`config.mk`:
```
export PLATFORM = sky130hd
export DESIGN_NAME = piece_move_ctrl
export DESIGN_NICKNAME = d
export VERILOG_FILES = /design/src/rtl/piece_move_ctrl.sv
export SDC_FILE = /design/constraint.sdc
export NUM_CORES = 1
export LEC_CHECK = 0
export BUFFER_PORTS_ARGS = -buffer_cell sky130_fd_sc_hd__buf_2
export CORE_MARGIN = 2
export CORE_UTILIZATION = 59
export CTS_BUF_LIST = sky130_fd_sc_hd__clkbuf_16
export CTS_CLUSTER_DIAMETER = 80
export CTS_CLUSTER_SIZE = 40
export DETAILED_ROUTE_END_ITERATION = 8
export PLACE_DENSITY = 0.94
export SLEW_MARGIN = 0
export SYNTH_ARGS = -nofsm -noshare
export SYNTH_HDL_FRONTEND = slang
export SYNTH_SLANG_ARGS = --single-unit
export TNS_END_PERCENT = 30
```
`constraint.sdc`:
```
create_clock -name clk -period 3.8 [get_ports clk]
set_clock_uncertainty 0.1 [all_clocks]
set_input_delay 0 -clock clk [delete_from_list [all_inputs] [get_ports clk]]
set_output_delay 0 -clock clk [all_outputs]
set_load 0.01 [all_outputs]
```
`src/rtl/piece_move_ctrl.sv`:
```
// piece_move_ctrl
//   Owns the active piece's grid position and commits at most one move per
//   request. Requests come from rising edges of the player buttons or from
//   the gravity tick. Each decision waits one EVAL cycle so that the
//   collision flags (computed from pos_x/pos_y) have settled.
//
// Optional feature macro: AUTO_REPEAT_EN
//   When defined, a button held in HOLD re-issues its request every
//   REPEAT_CYCLES clocks. When undefined, each press gives one attempt.
//
// Ports:
//   clk, rst_n                    clock, synchronous active-low reset
//   btn_up/down/left/right        debounced button levels
//   grav_tick                     one-cycle gravity request
//   up_en/down_en/left_en/right_en  move legality flags at current position
//   pos_x, pos_y                  current column / row (row 0 is the top)
//   move_pulse                    one-cycle strobe per committed move
//   move_dir                      last requested direction (0 up,1 down,2 left,3 right)
//   landed                        one-cycle strobe when a gravity drop is blocked
//   busy                          1 whenever the FSM is not IDLE
module piece_move_ctrl #(
  parameter int X_W           = 4,
  parameter int Y_W           = 6,
  parameter int X_MAX         = 9,
  parameter int Y_MAX         = 23,
  parameter int X_START       = 4,
  parameter int REPEAT_CYCLES = 8
) (
  input  logic           clk,
  input  logic           rst_n,
  input  logic           btn_up,
  input  logic           btn_down,
  input  logic           btn_left,
  input  logic           btn_right,
  input  logic           grav_tick,
  input  logic           up_en,
  input  logic           down_en,
  input  logic           left_en,
  input  logic           right_en,
  output logic [X_W-1:0] pos_x,
  output logic [Y_W-1:0] pos_y,
  output logic           move_pulse,
  output logic [1:0]     move_dir,
  output logic           landed,
  output logic           busy
);

  typedef enum logic [1:0] {IDLE, EVAL, HOLD} stateT;

  localparam logic [X_W-1:0] X_LAST = X_W'(X_MAX);
  localparam logic [Y_W-1:0] Y_LAST = Y_W'(Y_MAX);
  localparam logic [X_W-1:0] X_HOME = X_W'(X_START);

  stateT      state;
  logic       gravPend;
  logic       srcGrav;
  logic [3:0] btnPrev;
  logic [3:0] btnVec;
  logic [3:0] btnEdge;
  logic       legal;
  logic       selVld;
  logic [1:0] selDir;

`ifdef AUTO_REPEAT_EN
  localparam int CNT_W = $clog2(REPEAT_CYCLES + 1);
  logic [CNT_W-1:0] repeatCnt;
  logic             resumeVld;
  logic [1:0]       resumeDir;
`endif

  // Bit index equals the move_dir code of the button.
  assign btnVec  = {btn_right, btn_left, btn_down, btn_up};
  assign btnEdge = btnVec & ~btnPrev;

  // Legality of the latched direction: collision flag and grid boundary.
  always_comb begin
    legal = 1'b0;
    case (move_dir)
      2'd0: legal = up_en    && (pos_y != '0);
      2'd1: legal = down_en  && (pos_y != Y_LAST);
      2'd2: legal = left_en  && (pos_x != '0);
      2'd3: legal = right_en && (pos_x != X_LAST);
      default: legal = 1'b0;
    endcase
  end

  // Button selection in IDLE: a repeat interrupted by gravity resumes first,
  // then fresh edges in priority down > up > left > right.
  always_comb begin
    selVld = 1'b0;
    selDir = 2'd1;
`ifdef AUTO_REPEAT_EN
    if (resumeVld && btnVec[resumeDir]) begin
      selVld = 1'b1;
      selDir = resumeDir;
    end else
`endif
    if (btnEdge[1]) begin
      selVld = 1'b1;
      selDir = 2'd1;
    end else if (btnEdge[0]) begin
      selVld = 1'b1;
      selDir = 2'd0;
    end else if (btnEdge[2]) begin
      selVld = 1'b1;
      selDir = 2'd2;
    end else if (btnEdge[3]) begin
      selVld = 1'b1;
      selDir = 2'd3;
    end
  end

  always_ff @(posedge clk) begin
    if (!rst_n) begin
      state      <= IDLE;
      pos_x      <= X_HOME;
      pos_y      <= '0;
      move_pulse <= 1'b0;
      move_dir   <= 2'd1;
      landed     <= 1'b0;
      busy       <= 1'b0;
      gravPend   <= 1'b0;
      srcGrav    <= 1'b0;
      btnPrev    <= '0;
`ifdef AUTO_REPEAT_EN
      repeatCnt  <= '0;
      resumeVld  <= 1'b0;
      resumeDir  <= 2'd1;
`endif
    end else begin
      btnPrev    <= btnVec;
      move_pulse <= 1'b0;
      landed     <= 1'b0;
      case (state)
        IDLE: begin
          // A tick in the same cycle as a pending request merges into it.
          if (gravPend || grav_tick) begin
            gravPend <= 1'b0;
            srcGrav  <= 1'b1;
            move_dir <= 2'd1;
            state    <= EVAL;
            busy     <= 1'b1;
          end else begin
`ifdef AUTO_REPEAT_EN
            resumeVld <= 1'b0;
`endif
            if (selVld) begin
              srcGrav  <= 1'b0;
              move_dir <= selDir;
              state    <= EVAL;
              busy     <= 1'b1;
            end
          end
        end
        EVAL: begin
          if (grav_tick) gravPend <= 1'b1;
          if (legal) begin
            case (move_dir)
              2'd0: pos_y <= pos_y - Y_W'(1);
              2'd1: pos_y <= pos_y + Y_W'(1);
              2'd2: pos_x <= pos_x - X_W'(1);
              default: pos_x <= pos_x + X_W'(1);
            endcase
            move_pulse <= 1'b1;
            state      <= HOLD;
          end else if (srcGrav) begin
            // Blocked drop: the piece lands and a new one spawns at the top.
            landed <= 1'b1;
            pos_x  <= X_HOME;
            pos_y  <= '0;
            state  <= IDLE;
            busy   <= 1'b0;
          end else begin
            state <= HOLD;
          end
`ifdef AUTO_REPEAT_EN
          repeatCnt <= CNT_W'(REPEAT_CYCLES - 1);
`endif
        end
        HOLD: begin
          if (grav_tick) gravPend <= 1'b1;
          if (srcGrav || !btnVec[move_dir]) begin
            state <= IDLE;
            busy  <= 1'b0;
          end
`ifdef AUTO_REPEAT_EN
          else if (gravPend) begin
            // Serve gravity first, remember the held direction.
            state     <= IDLE;
            busy      <= 1'b0;
            resumeVld <= 1'b1;
            resumeDir <= move_dir;
          end else if (repeatCnt <= CNT_W'(1)) begin
            // HOLD lasts REPEAT_CYCLES-1 clocks; with EVAL the period is REPEAT_CYCLES.
            state <= EVAL;
          end else begin
            repeatCnt <= repeatCnt - CNT_W'(1);
          end
`endif
        end
        default: begin
          state <= IDLE;
          busy  <= 1'b0;
        end
      endcase
    end
  end

endmodule

```
---- After elaboration in Yosys (flattened, before gate mapping) ----
Index checks and enable logic that the tools add are counted.
operators by class
  add/sub/neg operators ................... 4
  multiply operators ...................... 0
  divide/modulo/power cells ............... 0
  $lt $le $gt $ge ......................... 1
  equality and inequality tests ........... 15
  shifts and indexed selects .............. 0
  multiplexer cells ....................... 38
  bitwise gates (word level) .............. 4
  reduce and logical (&&, ||, !) cells .... 24
operator list
  operator                                                number
  2-to-1 mux 2 bit                                        11
  2-to-1 mux 1 bit                                        16
  2-to-1 mux 6 bit                                        2
  case mux 6 bit (2 select lines)                         1
  inequality test 2 bit (second input constant)           5
  AND reduction 3 bit                                     3
  2-to-1 mux 4 bit                                        2
  case mux 4 bit (2 select lines)                         1
  adder 6 x 1 -> 6 bit (second input constant)            1
  equality test 2 bit (second input constant)             3
  inequality test 6 x 5 -> 1 bit (second input constant)  1
  case mux 2 bit (3 select lines)                         1
  AND reduction 2 bit                                     3
  nonzero test 2 bit                                      3
  nonzero test 6 bit                                      1
  subtractor 6 x 1 -> 6 bit (second input constant)       1
  adder 4 x 1 -> 4 bit (second input constant)            1
  AND 4 bit                                               1
  equality test 2 x 1 -> 1 bit (second input constant)    2
  logical AND 1 bit                                       4
  logical NOT 2 bit                                       2
  inequality test 4 bit (second input constant)           1
  inverter 4 bit                                          1
  case mux 1 bit (4 select lines)                         1
  15 further kinds                                        18
storage, ports and cells
  flip-flop bits (word level) ............. 23
  bits in latches ......................... 0
  bits in writable memories ............... 0
  ROM bits ................................ 0
  input port bits ......................... 11
  output and inout bits ................... 15
  word-level logic and storage cells ...... 96
  memories kept ........................... 0

---- Longest topological paths before layout ----
Gate-level depths: netlist of run 1.
  word-level depth ........................ 9
  depth in mapped cells ................... 8
  depth with buffers taken out ............ 8

---- Worst setup path after synthesis of run 1 ----
No wires, ideal clock.
  kind .................................... reg-to-reg
  start point ............................. register move_dir[1]
  end point ............................... register pos_y[5]
  library setup time ...................... 91 ps
  arrival ................................. 1957 ps
  data required time ...................... 3609 ps
  setup slack ............................. 1652 ps
  cell stages (with the launch flop) ...... 8
  path buffers ............................ 0
  period minus slack after synthesis ...... 2148 ps
  cell sequence ........................... dfxtp_1 -> nand2b_1 -> ha_1 -> a211oi_1 -> o211ai_1 -> o31a_1 -> o2bb2ai_1 -> a311oi_1
between the ends
  word-level cells in the longest chain between the ends .. 4
  elaborated cells on any way between the ends .. 10
  classes of those cells .................. 4 x eq/ne; 3 x mux; 3 x reduce/logical
ends and longest elaborated chain
  item                                                                                   line  RTL
  start, declared                                                                        43    output logic [1:0] move_dir,
  start signal, assigned                                                                 149   move_dir <= selDir;
  equality test 2 bit, or another cell as far along                                      78    case (move_dir)
  case mux 1 bit (4 select lines)                                                        78
  inequality test 3 x 1 -> 1 bit (no source line) or nonzero test 2 bit (tied branches)  -
  AND reduction 3 bit (no source line)                                                   -
  end signal, assigned                                                                   159   2'd0: pos_y <= pos_y - Y_W'(1);
  end signal, assigned                                                                   160   2'd1: pos_y <= pos_y + Y_W'(1);
  end, declared                                                                          41    output logic [Y_W-1:0] pos_y,
Several ways; a longest one is shown, not always the timed one.
A chain may end at the register's enable or synchronous reset.

---- Worst setup path after layout of run 1 ----
Same ends and word-level chain as after synthesis.

==> results of run 1 <==
final cells by class:
cell class                 count  area [um^2]  share of cell area [%]
inverter                      16        60.06                   3.529
tap                           28        35.03                   2.059
clock inverter                 1        3.754                  0.2206
sequential                    23        460.4                   27.06
timing repair buffer          32        195.2                   11.47
clock buffer                   3        75.07                   4.412
multi-input combinational    113        872.1                   51.25
timing repair:
| item | in CTS | in global routing |
|---|---|---|
| hold buffers | 7 | 0 |
| resized for setup | 0 | 0 |
| hold endpoints to repair | 8 | 0 |
flip-flops by register name, indices dropped and copies added (netlist names):
name        flops
busy            1
move_dir        2
gravPend        1
move_pulse      1
state           2
pos_x           4
landed          1
srcGrav         1
pos_y           6
btnPrev         4
cell usage after synthesis, types with 3 or more instances:
cell type,instances
dfxtp_1,23
inv_1,15
ha_1,10
a21oi_1,9
o21ai_0,9
nand2_1,7
nor2_1,7
a211oi_1,4
and2_1,3
nand3_1,3
nand4_1,3
nor2b_1,3
nor3_1,3
o211ai_1,3
or4_1,3
worst max-delay path, cell delays in order (launching register included):
cell and delay (ps):
dfxtp_1 490, nand2b_1 340, ha_1 310, a211oi_1 430, o211ai_1 160, o31a_1 140, o2bb2ai_1 130, a311oi_1 270
logic make-up (layout without fill, tap and decap cells):
logic type | count (synthesis) | in the layout | share of synthesized area [%]
multiplexers | 3 | 3 | 3.019
buffers and inverters | 18 | 52 | 5.416
flip-flops | 23 | 23 | 32.68
AO/OA/AOI/OAI | 49 | 49 | 26.38
XOR/XNOR | 3 | 3 | 1.865
AND/OR/NAND/NOR | 46 | 46 | 18.92
adder cells (fa/ha/maj) | 12 | 12 | 11.72
routing by layer:
layer	share of wire, %	vias to the layer above	global-route usage (%)
met1	42	631	35.05
met4	2.2	0	12.39
met5	0	-	0
li1	-	643	-
met3	6.3	11	5.085
met2	50	72	50.21
final timing paths:
path	from	to	slack, ps	cells after the start
max	move_dir[1]$_SDFFE_PN0P_	pos_y[5]$_SDFFE_PN0P_	1340	7
min	up_en	move_pulse$_SDFF_PN0_	130	4
min reg2reg	busy$_SDFFE_PN0P_	busy$_SDFFE_PN0P_	440	1
max reg2reg	move_dir[1]$_SDFFE_PN0P_	pos_y[5]$_SDFFE_PN0P_	1340	7
metrics by stage:
step                power [mW]  cells  util, %
floorplan               0.4110    154        -
global placement        0.4488    205    69.52
detailed placement      0.4560    205    69.52
CTS                     0.6920    216    76.19
global route            0.7259    216    76.19
finish                  0.6927    216    76.19
power by group:
part           leakage, nW  total [mW]  internal (mW)  switching [mW]
Combinational        0.507       0.183         0.0786           0.105
Sequential           0.188       0.282          0.260          0.0222
Clock               0.0423       0.227          0.141          0.0867
==> flow_summary.json, run 1 <==
{
  "viasPerCell": 6.282,
  "synth_top_cells_by_area": "dfxtp_1, ha_1, inv_1",
  "io_buffers": 25,
  "yosys_most_used_dff": "dfxtp_1",
  "dp_slack_ps": 1387,
  "worst_slack_ps": 1338,
  "synth_top_area_share_pct": 32.68,
  "drv_cap": 0,
  "finalMaxSlewViolations": 0,
  "syn-cell-area_um2": 1409,
  "yosysUniqueCellTypes": 55,
  "yosys_warnings": 0,
  "rsz0062_at_grt": "false",
  "track_usage_pct": 29.01,
  "critPathCaptureType": "register",
  "syn_inst": 154,
  "ir_worst_vdd_mv": 0.3171,
  "final_common_cell": "buf_2",
  "hold_viol_final": 0,
  "power_leakage_nw": 0.7377,
  "grt_max_degree": 14,
  "dp_hpwl_um": 2490,
  "first_pass_iters": 4,
  "drt_wl_total_um": 3496,
  "gp_congestion": 0.9598,
  "period_share_pct": 64.80,
  "drc": 0,
  "placed_area_um2": 1553,
  "design_area_um2": 1702,
  "drive_gt1_share_pct": 19.68,
  "io_pins": 26,
  "seq_area_frac_synth_pct": 32.68,
  "first_iter_violations": 28,
  "synth_nets": 177,
  "tns_ps": 0,
  "syn_avg_cell_area_um2": 9.148,
  "routedWlPerCell_um": 16.19,
  "cts_setup_buffers": 0,
  "insertion_delay_ps": 260,
  "hold_class": "in -> reg",
  "diodes": 0,
  "start_kind": "register",
  "core-area_um2": 2233,
  "ant_nets": 0,
  "cp.arrival_ps": 2520,
  "antenna_found_initial": 0,
  "timing.fmax_mhz": 406.1,
  "start_util_pct": 63.08,
  "hold_slack_ps": 134.5,
  "critPathRequiredTime_ps": 3860,
  "grt_pass1_wl_um": 5934,
  "finalCriticalPeriod_ps": 2462,
  "num_vias": 1357,
  "ys_seq_elements": 23,
  "clk_pin_slew_worst_paths_ps": 60,
  "cts_buffers": 3,
  "synth_edf_count": 0,
  "root_buffer": "clkbuf_16",
  "power_density_nw_per_um2": 407.1,
  "status": "completed",
  "die-width_um": 52.87,
  "async_flop_share_pct": 0,
  "fillers": 157,
  "num-nets-final": 212,
  "numClockSinks": 23,
  "critPathMaxFanout": 9,
  "most-common-layout-cells": "buf_2, dfxtp_1, inv_1, ha_1",
  "grt_pass1_vias": 1336,
  "setup_viol_count_final": 0,
  "cts_buffer_depth": 2,
  "die_y_um": 52.87,
  "critical_path_class": "reg -> reg",
  "worst-slew-pin-transition_ps": 809.5,
  "num_rows": 17,
  "htree_levels": 1,
  "synth_top_cell_by_area": "dfxtp_1",
  "max_slew_margin_pct": 45.35,
  "areaGrowthSynthToFinish_pct": 20.78,
  "grt-ovfl-total": 0,
  "cts_tree": "built",
  "fp.dieArea_um2": 2795
}
No activity file was read; power rests on OpenSTA's default activity.
==> inputs of run 2 (changes only) <==
--- a/config.mk
+++ b/config.mk
@@ -7,12 +7,12 @@
 export LEC_CHECK = 0
 export BUFFER_PORTS_ARGS = -buffer_cell sky130_fd_sc_hd__buf_2
 export CORE_MARGIN = 2
-export CORE_UTILIZATION = 59
+export CORE_UTILIZATION = 49
 export CTS_BUF_LIST = sky130_fd_sc_hd__clkbuf_16
 export CTS_CLUSTER_DIAMETER = 80
 export CTS_CLUSTER_SIZE = 40
 export DETAILED_ROUTE_END_ITERATION = 8
-export PLACE_DENSITY = 0.94
+export PLACE_DENSITY = 0.84
 export SLEW_MARGIN = 0
 export SYNTH_ARGS = -nofsm -noshare
 export SYNTH_HDL_FRONTEND = slang
==> constraint.sdc (replaced) <==
create_clock -name clk -period 2.2 [get_ports clk]
set_clock_uncertainty 0.1 [all_clocks]
set_input_delay 0 -clock clk [delete_from_list [all_inputs] [get_ports clk]]
set_output_delay 0 -clock clk [all_outputs]
set_load 0.01 [all_outputs]
==> run 2 against run 1 <==
Fmax up 17%. First-iteration DRC count rose by 43%. Global-route usage shrank 6.2 points. Critical path depth unchanged. Core utilization fell by 11 points. Clock power up 80%. Via count is 0.59% lower. Sequential power up 71%. Cell area rose by 4.2%. Critical endpoint unchanged. Largest cell class unchanged.
==> flow_summary.json, run 2 (same netlist as run 1, synthesis figures left out) <==
{
  "endpoint": "pos_y[5]$_SDFFE_PN0P_",
  "rsz0062_at_grt": "true",
  "hold_start": "up_en",
  "critPathMaxFanout": 9,
  "critical_path_class": "reg -> reg",
  "cts_buffers": 3,
  "grt_max_degree": 15,
  "finalCriticalPeriod_ps": 2106,
  "ant_nets": 0,
  "root_buffer": "clkbuf_16",
  "htree_levels": 1,
  "r2r-end": "pos_y[5]$_SDFFE_PN0P_",
  "power_frac_comb_pct": 28.1,
  "gp_congestion": 0.8360,
  "diodes": 0,
  "p_clk_share_pct": 33.0,
  "timing.rr.start": "move_dir[1]$_SDFFE_PN0P_",
  "setup_viol_count_final": 0,
  "ir_worst_vdd_mv": 0.5942,
  "finalMaxSlewViolations": 0,
  "io_buffers": 25,
  "cts_buffer_depth": 2,
  "antenna_found_initial": 0,
  "grt-busiest-layer": "met2",
  "viasPerCell": 6.022,
  "internal-power_mw": 0.8501,
  "start_kind": "register",
  "start_util_pct": 51.53,
  "seqPwrFrac_pct": 38.9,
  "drv_cap": 0,
  "grt_use_met2_pct": 39.61,
  "drt_wl_total_um": 3579,
  "cts_tree": "built",
  "first_iter_violations": 40,
  "num_vias": 1349,
  "fp.dieArea_um2": 3320,
  "status": "completed",
  "gr-usage-met3_pct": 3.795,
  "track_usage_pct": 22.79,
  "hold_class": "in -> reg",
  "largest_register": "pos_y",
  "areaGrowthSynthToFinish_pct": 25.84,
  "num-nets-final": 217,
  "numClockSinks": 23,
  "clk_pin_slew_worst_paths_ps": 60,
  "drc": 0,
  "largest_registers": "pos_y x6, btnPrev x4, pos_x x4",
  "switching_share_pct": 31.39,
  "timing.fmax_mhz": 474.7,
  "grt_pass1_vias": 1320,
  "die_y_um": 57.62,
  "critPathRequiredTime_ps": 2270,
  "cp.arrival_ps": 2170,
  "drive_gt1_share_pct": 25.39,
  "tns_ps": 0,
  "hold_viol_final": 0,
  "worst-slew-pin-transition_ps": 716.2,
  "routedWlPerCell_um": 15.98,
  "largest_reg_flops": 6,
  "grt-ovfl-total": 0,
  "place_inst": 213,
  "most-common-layout-cells": "buf_2, dfxtp_1, inv_1, a21oi_1, ha_1",
  "dp_hpwl_um": 2587,
  "die-width_um": 57.62,
  "critPathCaptureType": "register",
  "num_rows": 19,
  "fin_util_pct": 64.85,
  "rr_worst_depth": 7,
  "core-area_um2": 2734,
  "io_pins": 26,
  "p_total_mw": 1.239,
  "max_slew_margin_pct": 51.65,
  "final_common_cell": "buf_2",
  "grt_util_met1_pct": 27.93,
  "period_share_pct": 95.75,
  "insertion_delay_ps": 260,
  "grt_pass1_wl_um": 5913,
  "power_density_nw_per_um2": 698.9,
  "cp-startpoint": "move_dir[1]$_SDFFE_PN0P_",
  "reg2reg_slack_ps": 90,
  "first_pass_iters": 4,
  "p_switching_mw": 0.3890,
  "layout.cells.non_filler": 224,
  "power_leakage_nw": 0.7544
}
[run 2: worst min path at each step]
stage | endpoint | slack, ps | depth (start not counted)
2_1_floorplan | btnPrev[0]$_SDFF_PN0_ | 20 | 1
6_report | move_pulse$_SDFF_PN0_ | 130 | 4
5_1_grt | move_pulse$_SDFF_PN0_ | 150 | 4
3_5_place_dp | btnPrev[0]$_SDFF_PN0_ | 140 | 2
4_1_cts | move_pulse$_SDFF_PN0_ | 120 | 4
3_3_place_gp | btnPrev[0]$_SDFF_PN0_ | 120 | 2
[run 2: layout make-up]
class / instances / area (um^2)
tap: 31 / 38.79
inverter: 16 / 60.06
sequential: 23 / 461.7
timing repair buffer: 37 / 232.7
clock buffer: 3 / 75.07
clock inverter: 1 / 7.507
multi-input combinational: 113 / 897.1
fill: 217 / 960.9
[run 2: power groups by stage]
stage	Sequential, mW	Clock [mW]	Combinational [mW]
after CTS	0.480	0.412	0.333
final	0.482	0.409	0.348
after floorplan	0.494	0	0.216
after detailed placement	0.489	0	0.319
after global placement	0.487	0	0.303
after global routing	0.487	0.432	0.380
[run 2: what timing repair did]
action / 4_1_cts / 5_1_grt
setup endpoints to repair: 1 / 3
hold buffers: 7 / 0
endpoints found under the hold margin: 9 / 0
gates resized for setup: 1 / 6
setup buffers: 0 / 0
[run 2: critical path: stages (launching register included)]
cell,delay (ps)
dfxtp_1,330
nand2b_2,270
ha_4,320
a211oi_2,80
buf_4,170
o31a_1,330
o2bb2ai_1,150
a311oi_1,270
[run 2: per-layer routing]
metal	vias to the layer above	wire, um	part of all wire, %
li1	655	-	-
met3	6	193	5.4
met1	646	1548	43
met4	0	65	1.8
met5	-	0	0
met2	42	1771	49
[run 2: through the flow]
| stage | worst slack (ps) | area [um^2] | hold slack [ps] |
|---|---|---|---|
| 6_report | 93.56 | 1773 | 127.8 |
| 5_1_grt | -16.36 | 1773 | 152.3 |
| 4_1_cts | 1.535 | 1747 | 122.6 |
| 3_5_place_dp | -10.56 | 1594 | 137.6 |
| 3_3_place_gp | 155.3 | 1594 | 124.1 |
| 2_1_floorplan | 52.24 | 1409 | 21.71 |
